**src/rtl/serial_adder_if.sv**
```systemverilog
// Operand/result bundle for the bit-serial adder/subtractor.
// The requester drives operands and start; the adder returns status and results.
interface serial_adder_if #(
  parameter int unsigned WIDTH = 8
);
  logic             start;
  logic             sub;
  logic             cin;
  logic [WIDTH-1:0] a;
  logic [WIDTH-1:0] b;
  logic             busy;
  logic             done;
  logic [WIDTH-1:0] sum;
  logic             cout;
  logic             ovf;
  logic             zero;

  modport master (
    output start, sub, cin, a, b,
    input  busy, done, sum, cout, ovf, zero
  );

  modport slave (
    input  start, sub, cin, a, b,
    output busy, done, sum, cout, ovf, zero
  );
endinterface

```
**src/rtl/serial_adder.sv**
```systemverilog
// Bit-serial adder/subtractor: one full-adder cell, LSB first, WIDTH cycles per operation.
// Results and flags are registered and held until the next completion.
module serial_adder #(
  parameter int unsigned WIDTH = 8
) (
  input  logic         clk,
  input  logic         rst,
  serial_adder_if.slave bus
);
  localparam int unsigned CW = $clog2(WIDTH);

  typedef enum logic [1:0] {
    IDLE = 2'd0,
    RUN  = 2'd1,
    DONE = 2'd2
  } state_t;

  state_t           state;
  logic [WIDTH-1:0] sa;
  logic [WIDTH-1:0] sb;
  logic [WIDTH-1:0] r;
  logic             c;
  logic [CW-1:0]    cnt;

  logic             s_c;
  logic             cn_c;
  logic [WIDTH-1:0] r_next_c;
  logic             last_c;

  // Full-adder cell on the current LSBs and the running carry
  assign s_c      = sa[0] ^ sb[0] ^ c;
  assign cn_c     = (sa[0] & sb[0]) | (sa[0] & c) | (sb[0] & c);
  assign r_next_c = {s_c, r[WIDTH-1:1]};
  assign last_c   = (cnt == CW'(WIDTH - 1));

  always_ff @(posedge clk or posedge rst) begin
    if (rst) begin
      state    <= IDLE;
      sa       <= '0;
      sb       <= '0;
      r        <= '0;
      c        <= 1'b0;
      cnt      <= '0;
      bus.busy <= 1'b0;
      bus.done <= 1'b0;
      bus.sum  <= '0;
      bus.cout <= 1'b0;
      bus.ovf  <= 1'b0;
      bus.zero <= 1'b0;
    end else begin
      case (state)
        IDLE, DONE: begin
          bus.done <= 1'b0;
          if (bus.start) begin
            // Subtraction is A + ~B + ~borrow, so invert B and the borrow-in here
            sa       <= bus.a;
            sb       <= bus.sub ? ~bus.b : bus.b;
            c        <= bus.cin ^ bus.sub;
            cnt      <= '0;
            state    <= RUN;
            bus.busy <= 1'b1;
          end else begin
            state    <= IDLE;
            bus.busy <= 1'b0;
          end
        end

        RUN: begin
          r  <= r_next_c;
          sa <= sa >> 1;
          sb <= sb >> 1;
          c  <= cn_c;
          if (last_c) begin
            // c holds the carry into the MSB on this cycle
            bus.sum  <= r_next_c;
            bus.cout <= cn_c;
            bus.ovf  <= cn_c ^ c;
            bus.zero <= (r_next_c == '0);
            bus.busy <= 1'b0;
            bus.done <= 1'b1;
            state    <= DONE;
          end else begin
            cnt <= cnt + CW'(1);
          end
        end

        default: begin
          state    <= IDLE;
          bus.busy <= 1'b0;
          bus.done <= 1'b0;
        end
      endcase
    end
  end
endmodule
```
**src/flat_wrapper.sv**
```systemverilog
// flat-port wrapper written by rule: the top's interface ports become plain ports
module serial_adder_flat 
#(
  parameter int unsigned WIDTH = 8
)
  (clk, rst, bus_start, bus_sub, bus_cin, bus_a, bus_b, bus_busy, bus_done, bus_sum, bus_cout, bus_ovf, bus_zero);
  serial_adder_if #(.WIDTH(WIDTH)) bus_i ();
  input  logic clk;
  input  logic rst;
  input wire logic [$bits(bus_i.start)-1:0] bus_start;
  input wire logic [$bits(bus_i.sub)-1:0] bus_sub;
  input wire logic [$bits(bus_i.cin)-1:0] bus_cin;
  input wire logic [$bits(bus_i.a)-1:0] bus_a;
  input wire logic [$bits(bus_i.b)-1:0] bus_b;
  output wire logic [$bits(bus_i.busy)-1:0] bus_busy;
  output wire logic [$bits(bus_i.done)-1:0] bus_done;
  output wire logic [$bits(bus_i.sum)-1:0] bus_sum;
  output wire logic [$bits(bus_i.cout)-1:0] bus_cout;
  output wire logic [$bits(bus_i.ovf)-1:0] bus_ovf;
  output wire logic [$bits(bus_i.zero)-1:0] bus_zero;
  assign bus_i.start = bus_start;
  assign bus_i.sub = bus_sub;
  assign bus_i.cin = bus_cin;
  assign bus_i.a = bus_a;
  assign bus_i.b = bus_b;
  assign bus_busy = bus_i.busy;
  assign bus_done = bus_i.done;
  assign bus_sum = bus_i.sum;
  assign bus_cout = bus_i.cout;
  assign bus_ovf = bus_i.ovf;
  assign bus_zero = bus_i.zero;
  serial_adder #(.WIDTH(WIDTH)) u_core (.clk(clk), .rst(rst), .bus(bus_i));
endmodule
```
**config.mk**
```make
export PLATFORM = sky130hd
export DESIGN_NAME = serial_adder_flat
export DESIGN_NICKNAME = d
export VERILOG_FILES = /design/src/rtl/serial_adder_if.sv /design/src/rtl/serial_adder.sv /design/src/flat_wrapper.sv
export SDC_FILE = /design/constraint.sdc
export NUM_CORES = 1
export LEC_CHECK = 0
export CAP_MARGIN = 15
export CORE_UTILIZATION = 35
export DETAILED_ROUTE_END_ITERATION = 16
export PLACE_DENSITY_LB_ADDON = 0.25
export SYNTH_ARGS = -nofsm -noshare
export SYNTH_HDL_FRONTEND = slang
export SYNTH_SLANG_ARGS = --single-unit
export TNS_END_PERCENT = 50
```
**constraint.sdc**
```tcl
create_clock -name clk -period 2.1 [get_ports clk]
set_clock_uncertainty 0.05 [all_clocks]
set_input_delay 0.42 -clock clk [delete_from_list [all_inputs] [get_ports clk]]
set_output_delay 0.42 -clock clk [all_outputs]
set_load 0.01 [all_outputs]
```
======== After elaboration in Yosys (flattened, before gate mapping) ========
Index checks and enable logic that the tools add are counted.
storage, ports and cells
  register bits after elaboration ......... 43
  input port bits ......................... 21
  output and inout port bits .............. 13
  logic and storage cells ................. 54
operators by class
  add/subtract/negate cells ............... 1
  equality and inequality tests ........... 6
  multiplexer cells ....................... 18
  bitwise gates (word level) .............. 10
  reductions and logical operators ........ 7
operators with widths
  operator               count
  $pmux W8 S2            2
  $mux W8                3
  $logic_not A8 Y1       1
  $not A8 Y8             1
  $mux W1                6
  $mux W3                2
  $pmux W3 S2            1
  $ne A2 B2 Y1 const B   2
  $pmux W1 S2            2
  $pmux W2 S2            1
  $reduce_and A2 Y1      2
  $xor A1 B1 Y1          4
  $add A3 B1 Y3 const B  1
  $and A1 B1 Y1          3
  $eq A3 B3 Y1 const B   1
  $reduce_and A3 Y1      1
  $eq A2 B1 Y1 const B   1
  $eq A2 B2 Y1 const B   1
  $logic_not A2 Y1       1
  $mux W2                1
  $ne A2 B1 Y1 const B   1
  $or A1 B1 Y1           2
  $reduce_bool A2 Y1     1
  $reduce_or A2 Y1       1

======== Longest topological paths before layout ========
Gate-level depths: netlist of run 1.
  depth after elaboration ................. 4
  mapped depth ............................ 6

======== Worst setup path before layout of run 1 ========
Ideal clock, no wire load.
  path type ............................... register to register
  start point ............................. reg u_core.cnt[0]
  end point ............................... reg u_core.bus.cout
  library setup time ...................... 0.125 ns
  data arrival time ....................... 1.460 ns
  required time ........................... 1.925 ns
  path slack .............................. 0.465 ns
  cell stages (with the launch flop) ...... 6
  buffers on the path ..................... 1
  period minus slack after synthesis ...... 1.635 ns
  cell sequence ........................... dfrtp_1 > ha_1 > ha_1 > nand3b_1 > buf_2 > mux2_2
on the way
  cells in the longest elaborated chain, start to end .. 2
RTL lines
  element                             line                   RTL
  from (decl)                         serial_adder.sv:23     logic [CW-1:0] cnt;
  from (signal assigned)              serial_adder.sv:83     cnt <= cnt + CW'(1);
  $eq A3 B3 Y1                        serial_adder.sv:34     assign last_c = (cnt == CW'(WIDTH - 1));
  $reduce_and A2 Y1 (no source line)  -
  to (signal assigned)                serial_adder.sv:76     bus.cout <= cn_c;
  to (decl)                           serial_adder_if.sv:25  output busy, done, sum, cout, ovf, zero
No other way between the ends.
A chain may end at the register's enable or synchronous reset.

======== Final worst setup path of run 1 ========
  start point ............................. reg u_core.bus.done
  end point ............................... out bus_done
RTL lines
  element                 line                   RTL
  from (decl)             serial_adder_if.sv:25
  from (signal assigned)  serial_adder.sv:45     bus.done <= 1'b0;
  from (signal assigned)  serial_adder.sv:53     bus.done <= 1'b0;
  from (signal assigned)  serial_adder.sv:80     bus.done <= 1'b1;
  to (decl)               flat_wrapper.sv:16     output wire logic [$bits(bus_i.done)-1:0] bus_done;
No word-level cell between the ends.

==> results of run 1 <==
==> per-layer routing <==
layer  part of all wire  vias up
met4              0.020        0
met2               0.47       33
met5                  0        -
met1               0.46      566
met3              0.054        6
li1                   -      551
==> cells in the mapped netlist (3+ instances only) <==
| master | number |
|---|---|
| nand3_1 | 3 |
| nand2_1 | 4 |
| a21o_1 | 7 |
| o21ai_0 | 6 |
| mux2_2 | 16 |
| a22o_1 | 9 |
| xnor2_1 | 9 |
| buf_6 | 3 |
| inv_1 | 5 |
| dfrtp_1 | 41 |
| nor2_1 | 8 |
| buf_2 | 4 |
| a221o_1 | 8 |
==> sequential cells by signal, summed over array words and instances, names as in the netlist <==
signal,count
u_core.r,7
u_core.bus.ovf,1
u_core.bus.zero,1
u_core.cnt,3
u_core.sb,8
u_core.bus.busy,1
u_core.state,1
u_core.c,1
u_core.bus.done,1
u_core.bus.sum,8
u_core.sa,8
u_core.bus.cout,1
==> worst max path at each step <==
stage	startpoint	end	slack, ns	depth (start not counted)
6_report	u_core.bus.done	bus_done	0.39	1
5_1_grt	u_core.bus.done	bus_done	0.34	1
4_1_cts	u_core.bus.done	bus_done	0.37	1
3_5_place_dp	bus_sub	u_core.sb[6]	0.23	4
3_3_place_gp	bus_sub	u_core.c	0.25	4
2_1_floorplan	u_core.cnt[0]	u_core.bus.cout	0.46	5
==> through the flow <==
step / instances / worst slack, ns
CTS: 239 / 0.3690
global route: 239 / 0.3414
detailed placement: 232 / 0.2263
floorplan: 137 / 0.4649
finish: 239 / 0.3897
global placement: 232 / 0.2543
==> power groups by stage <==
| stage | Clock (W) | Sequential (W) | Combinational [W] |
|---|---|---|---|
| 6_report | 0.000512 | 0.00141 | 0.00130 |
| 5_1_grt | 0.000568 | 0.00146 | 0.00145 |
| 4_1_cts | 0.000540 | 0.00141 | 0.00133 |
| 3_5_place_dp | 0 | 0.00142 | 0.00133 |
| 3_3_place_gp | 0 | 0.00141 | 0.00128 |
| 2_1_floorplan | 0 | 0.00142 | 0.000911 |
==> kinds of logic after synthesis <==
family	Yosys count	synth area share
simple gates	23	0.06798
mux	16	0.1009
fa+ha+maj	3	0.02523
buf+inv	14	0.04695
xor+xnor	10	0.04906
compound gates	30	0.1353
flops	41	0.5746
==> final cells by class <==
class / instances / share of cell area
Multi-Input combinational cell: 82 / 0.3002
Clock buffer: 7 / 0.03835
Tap cell: 67 / 0.03724
Inverter: 5 / 0.008338
Sequential cell: 41 / 0.4558
Timing Repair Buffer: 37 / 0.1601
==> results.txt, run 1 <==
For the initial antenna violation count, the log shows 0. The synthesis-to-layout area growth was 26.07%. Across the run, the number of max-cap violations was 0.

The count of final setup violators was 0. The worst-path cell with the longest stage delay was clkdlybuf4s50_1. For the post-route antenna net violation count, the log shows 0.

The path with the worst hold slack has its endpoint at u_core.sa[4]. Synthesis inferred 41 register bits. CTS saw 41 sinks.

The worst setup path is launched from a flop. For this run, design rule violations remaining after detail routing come to 0. The fraction of layout cells with a size suffix above 1 was 0.1628; the cell area after layout was 2251 sq um.

Yosys printed 0 warnings. Combinational cell fraction of total power: 0.404. The maximum number of pins on one net before global-route repair was 42. The endpoint identified for the worst register-to-register timing path is u_core.cnt[0].

The clock power share was 0.159; the post-route fraction of the period consumed by the critical path was 0.8144. In this run the vertical extent of the chip is 73.43 microns. The net count reported at finish is 196. The number of instances in the synthesized netlist was 137; the total area of multi-input combinational cells was 675.6 sq um. The layer with the highest usage was met2. In this run the most critical hold path is launched from u_core.sa[4]. Registers take 1026 sq um. The tools report the number of failing hold endpoints at the final stage as 0. Post-CTS timing repair inserted 0 buffers for setup. Share of the synthesized area in the top cell type: 0.5746. When the netlist entered floorplanning its net count stood at 161.

Power density over cell area: 1433 nW/um^2. The library cells used most frequently in the layout, excluding fill and tap cells, are 41 x dfrtp_1, 33 x clkdlybuf4s50_1, 16 x mux2_2. The utilization after layout was 0.4673; the number of distinct library cell variants in the gate-level netlist after synthesis was 25. Fill cells in the final layout number 474. For the via count of the first global-routing pass, the log shows 1119. Switching portion of total power: 0.3217. The met2 layer usage reported by global route was 0.2027. The overall routed net length is 3.064 mm. The via count came out at 1156. The clock-pin slew on the worst setup and hold paths was 0.07 ns; the data required time of the critical path was 1.63 ns.

The cell sitting at the root of the clock tree is a clkbuf_8. After routing, the total negative slack on setup checks comes to 0 ns. The tightest slew margin relative to the limit is 0.6630, and the count of cells along the worst register-to-register path is 5.

Detailed-router iteration count before antenna repair: 4. The share of synthesized registers carrying an async set or reset is 1.000. The most common cell after layout, fill and taps aside is dfrtp_1.

Gates resized during post-CTS repair numbered 0. The number of cells on the worst hold path was 1. The logs give 2.157 mm for the post-DP HPWL and 2165 sq um for the post-place instance area. Setup repair after global routing left no endpoint under its margin. 34 I/O pins were placed. The die outline width is 73.43 microns, and the insertion delay to the later sink of the worst-skew pair is 0.29 ns. The maximum cell stage delay along the critical path was 0.55 ns; the antenna diode count was 0.

The run gives 5 as the total CTS buffers. The critical path is of the reg -> out type. The worst-case IR drop observed on VDD is 0.0003947 V. The tools report the routability congestion estimate from global placement as 0.6928. The run gives 0 as the total count of max-transition violations in the final report.

Ranked by total cell area, the synthesized netlist is headed by dfrtp_1 57%, mux2_2 10%, a221o_1 4.5%. Dividing the synthesized area by the synthesized cell count gives 13.03 sq um. No sink is reached through more buffers than the 2 on the longest clock path. Internal power comes to 0.002188 W.

Total track usage: 0.1332. Grouping stages by cell kind, the critical path spends the most delay in buffers and inverters. The launching point of the worst reg2reg path is u_core.cnt[0].

Data arrives at the worst endpoint at 1.24 ns. Dividing the detail-routed via count by the number of cells gives 4.837. The library cell with the largest summed area after synthesis was dfrtp_1.

The tools report the endpoint class of the critical path as a primary output. Based on the critical path, the design can be clocked at up to 584.7 MHz. The global-route track usage on met1 was 0.1731. The flow ran to the end, and the final reports show no timing, DRC or antenna violations. Met3 capacity usage during global routing: 0.04527. The count of buffers inserted at the top-level ports was 33. The wire length of the first global-routing pass is 5.319 mm. The die covers 5391 sq um.

In the final routed layout, each cell accounts on average for 12.82 microns. The number of hold buffers added after cts was 0. The design draws 0.003225 W.

The sequential area share after synthesis was 0.5746; the share of power burned in registers was 0.437. The switching power of the nets is 0.001037 W. Yosys mapped a number of flops with a built-in enable equal to 0.

In this run the static leakage power is 1.016 nW. For the iteration-0 DRC count of the detailed router, the log shows 42. The total buffers and inverters traversed by the critical path came out at 1. The floorplan has 25 rows.

Setup slack on the worst reg-to-reg path comes out at 0.45 ns. After synthesis the cells add up to 1785 sq um. Along the worst path, the maximum fanout reaches 4. The overall overflow remaining after global route was 0; the starting density of the core was 0.3706.

For the finished layout, the period the worst path requires is 1.710 ns. Hold timing on the final database bottoms out at a slack of 0.4296 ns. The slew at the pin with the worst max-slew slack is 0.5056 ns, and the number of levels in the clock H-tree is 2. The region available for standard cell placement spans 4817 sq um. The signal on the critical path passes through clkdlybuf4s50_1. TritonCTS built the clock tree.

Commonest register cell after synthesis: dfrtp_1. Type of the worst min-delay path: reg -> reg.
No activity file was read; power rests on OpenSTA's default activity.
==> run 2, diff against run 1 <==
- clock period: 2.1 -> 1.7 ns (I/O delays scaled with it)
==> results.txt, run 2 (synthesis results as in run 1) <==
The maximum cell stage delay along the critical path was 0.56 ns. For the number of levels in the clock H-tree, the log shows 2. Detailed-router iteration count before antenna repair: 4.

The final critical-path required period came out at 1.646 ns. The number of antenna diodes in the final layout is 0. The logs give 1026 sq um for the area taken by flip-flops and latches and 0.1293 for the total track usage.

In the final layout, the registers with the most flip-flops are u_core.bus.sum: 8 flops, u_core.sa: 8 flops, u_core.sb: 8 flops. The overall overflow remaining after global route is 0, and the number of violations of the max-capacitance limit is 0. The final routed DRC violation total is 0. The depth of the critical timing path with buffers and inverters included works out to 1.

From left edge to right edge, the die measures 73.43 microns. The floorplan die height is 73.43 microns, and the met1 wire length is 1.435 mm. In the layout the commonest cells are 41 x dfrtp_1, 33 x clkdlybuf4s50_1, 16 x mux2_2.

In the final layout, the multi-input gates occupy 678.2 sq um. The count of buffers added on input and output ports is 33. In this design, the largest share of critical-path delay is due to buffers and inverters. Counting along the longest clock path gives a buffer depth of 2. The setup TNS after final layout is 0 ns.

For the insertion delay to the later sink of the worst-skew pair, the log shows 0.29 ns. The via count of the first global-routing pass is 1164. Maximum number of pins on one net before global-route repair: 42. The count of final setup violators is 0, and the count of cells along the worst register-to-register path is 5.

The detail route stage leaves a number of antenna-violating nets equal to 0. Compared with the post-synthesis result, the final layout area differs by 31.25%. The post-route fraction of the period consumed by the critical path works out to 0.9684. The min-delay analysis places its worst path in the category in -> async. At the worst endpoint, the required time is 1.31 ns.

STA classifies the critical path startpoint as a flop. The run gives 0 as the total count of max-transition violations in the final report. The worst setup path is captured at a primary output.

The worst-path cell with the longest stage delay is clkdlybuf4s50_1. For the tightest slew margin relative to the limit, the log shows 0.7474. The final worst-path setup slack is 0.05364 ns, and the minimum setup slack after placement is 0.01277 ns. Timing would allow up to 607.4 MHz. After clock tree synthesis, the flow added hold-fix buffers numbering 0. The amount of wire on met3 after detailed routing was 132 microns. Summed over all nets, the half-perimeter wirelength after detailed placement is 2.249 mm.

The fraction of layout cells with a size suffix above 1 came out at 0.2022. TritonCTS created 5 clock buffers. The run gives 4817 sq um as the placeable core area. The library cell used most frequently in the layout, excluding fill and tap cells, is dfrtp_1. For this block, the initial DRC count from the detailed router was 59. In the final routed layout, each cell accounts on average for 12.49 microns. The slew at the pin with the worst max-slew slack is 0.3772 ns. The via density per instance is 4.739. The die covers 5391 sq um.

The worst IR drop on VDD came out at 0.0006177 V. The tree is rooted in a clkbuf_8. Setup repair after global routing left no endpoint under its margin. The critical path is of the reg -> out type. Pin placement for this block handled 34 I/O pins.

The final layout contains routed wiring with a total length of 3.060 mm. The maximum fanout along the worst path was 4; the via count was 1161. In this run the core area contains 25 standard-cell rows. For the final worst hold slack, the log shows 0.3616 ns.

The run finished with clean final reports. The initial antenna violation count is 0. The logs give 0.3706 for the starting density of the core and 0 for the post-CTS repair timing setup buffer count.

The total buffers and inverters traversed by the critical path works out to 1. For the worst setup path, the data arrival time is 1.26 ns. The critical path goes through clkdlybuf4s50_1. Utilization after layout: 0.4865. The run gives 201 as the net count reported at finish. Dividing total power by cell area gives a power density of 1773 nW/um^2. Summed over all cells, the static leakage comes to 1.063 nW. After clock tree synthesis, the clock-pin slew on the worst setup and hold paths is 0.07 ns. The clock drives 41 sinks. TritonCTS built the clock tree. Fill cells in the final layout number 455. For the number of failing hold endpoints at the final stage, the log shows 0. Routability-driven placement finished with a final weighted congestion of 0.7102. The top metal layer carrying routed signals was met4. After detailed routing, the met2 layer carries 1.418 mm of wire.

The first global-routing pass estimated 5.195 mm of wire.
-- run 2: through the flow --
stage / area (sq um) / power [W] / instances
after floorplan: 1785 / 0.002880 / 137
final: 2344 / 0.004155 / 245
after detailed placement: 2240 / 0.003504 / 237
after global routing: 2344 / 0.004453 / 245
after CTS: 2341 / 0.004205 / 245
after global placement: 2240 / 0.003420 / 237
-- run 2: path summary, 6_finish.rpt --
check                                start                end  slack (ns)
max                        u_core.bus.done           bus_done        0.05
max in group asynchronous              rst        u_core.r[6]        1.05
min in group clk           u_core.bus.zero    u_core.bus.zero        0.43
max reg2reg                  u_core.cnt[0]  u_core.bus.sum[3]        0.12
min                                    rst  u_core.bus.sum[4]        0.36
min reg2reg                u_core.bus.zero    u_core.bus.zero        0.43
-- run 2: report_power, final --
part	internal [W]	total, W	switching, W
combinational	0.00103	0.00172	0.000686
sequential	0.00144	0.00174	0.000301
clock	0.000367	0.000691	0.000324
-- run 2: layer usage --
| metal | global-route usage | vias up |
|---|---|---|
| met5 | 0 | - |
| met4 | 0.07051 | 0 |
| met3 | 0.03704 | 8 |
| met2 | 0.1975 | 31 |
| met1 | 0.1658 | 559 |
| li1 | - | 563 |
-- run 2: final cells by class --
class                           count  share of cell area
Sequential cell                    41              0.4378
Multi-Input combinational cell     82              0.2894
Timing Repair Buffer               42              0.1858
Clock buffer                        7             0.04111
Tap cell                           67             0.03577
Inverter                            5            0.008009
Clock inverter                      1            0.002136
-- run 2: timing repair --
item	in CTS	in global routing
hold endpoints to repair	0	0
endpoints found under the setup margin	0	3
gates resized for setup	0	1
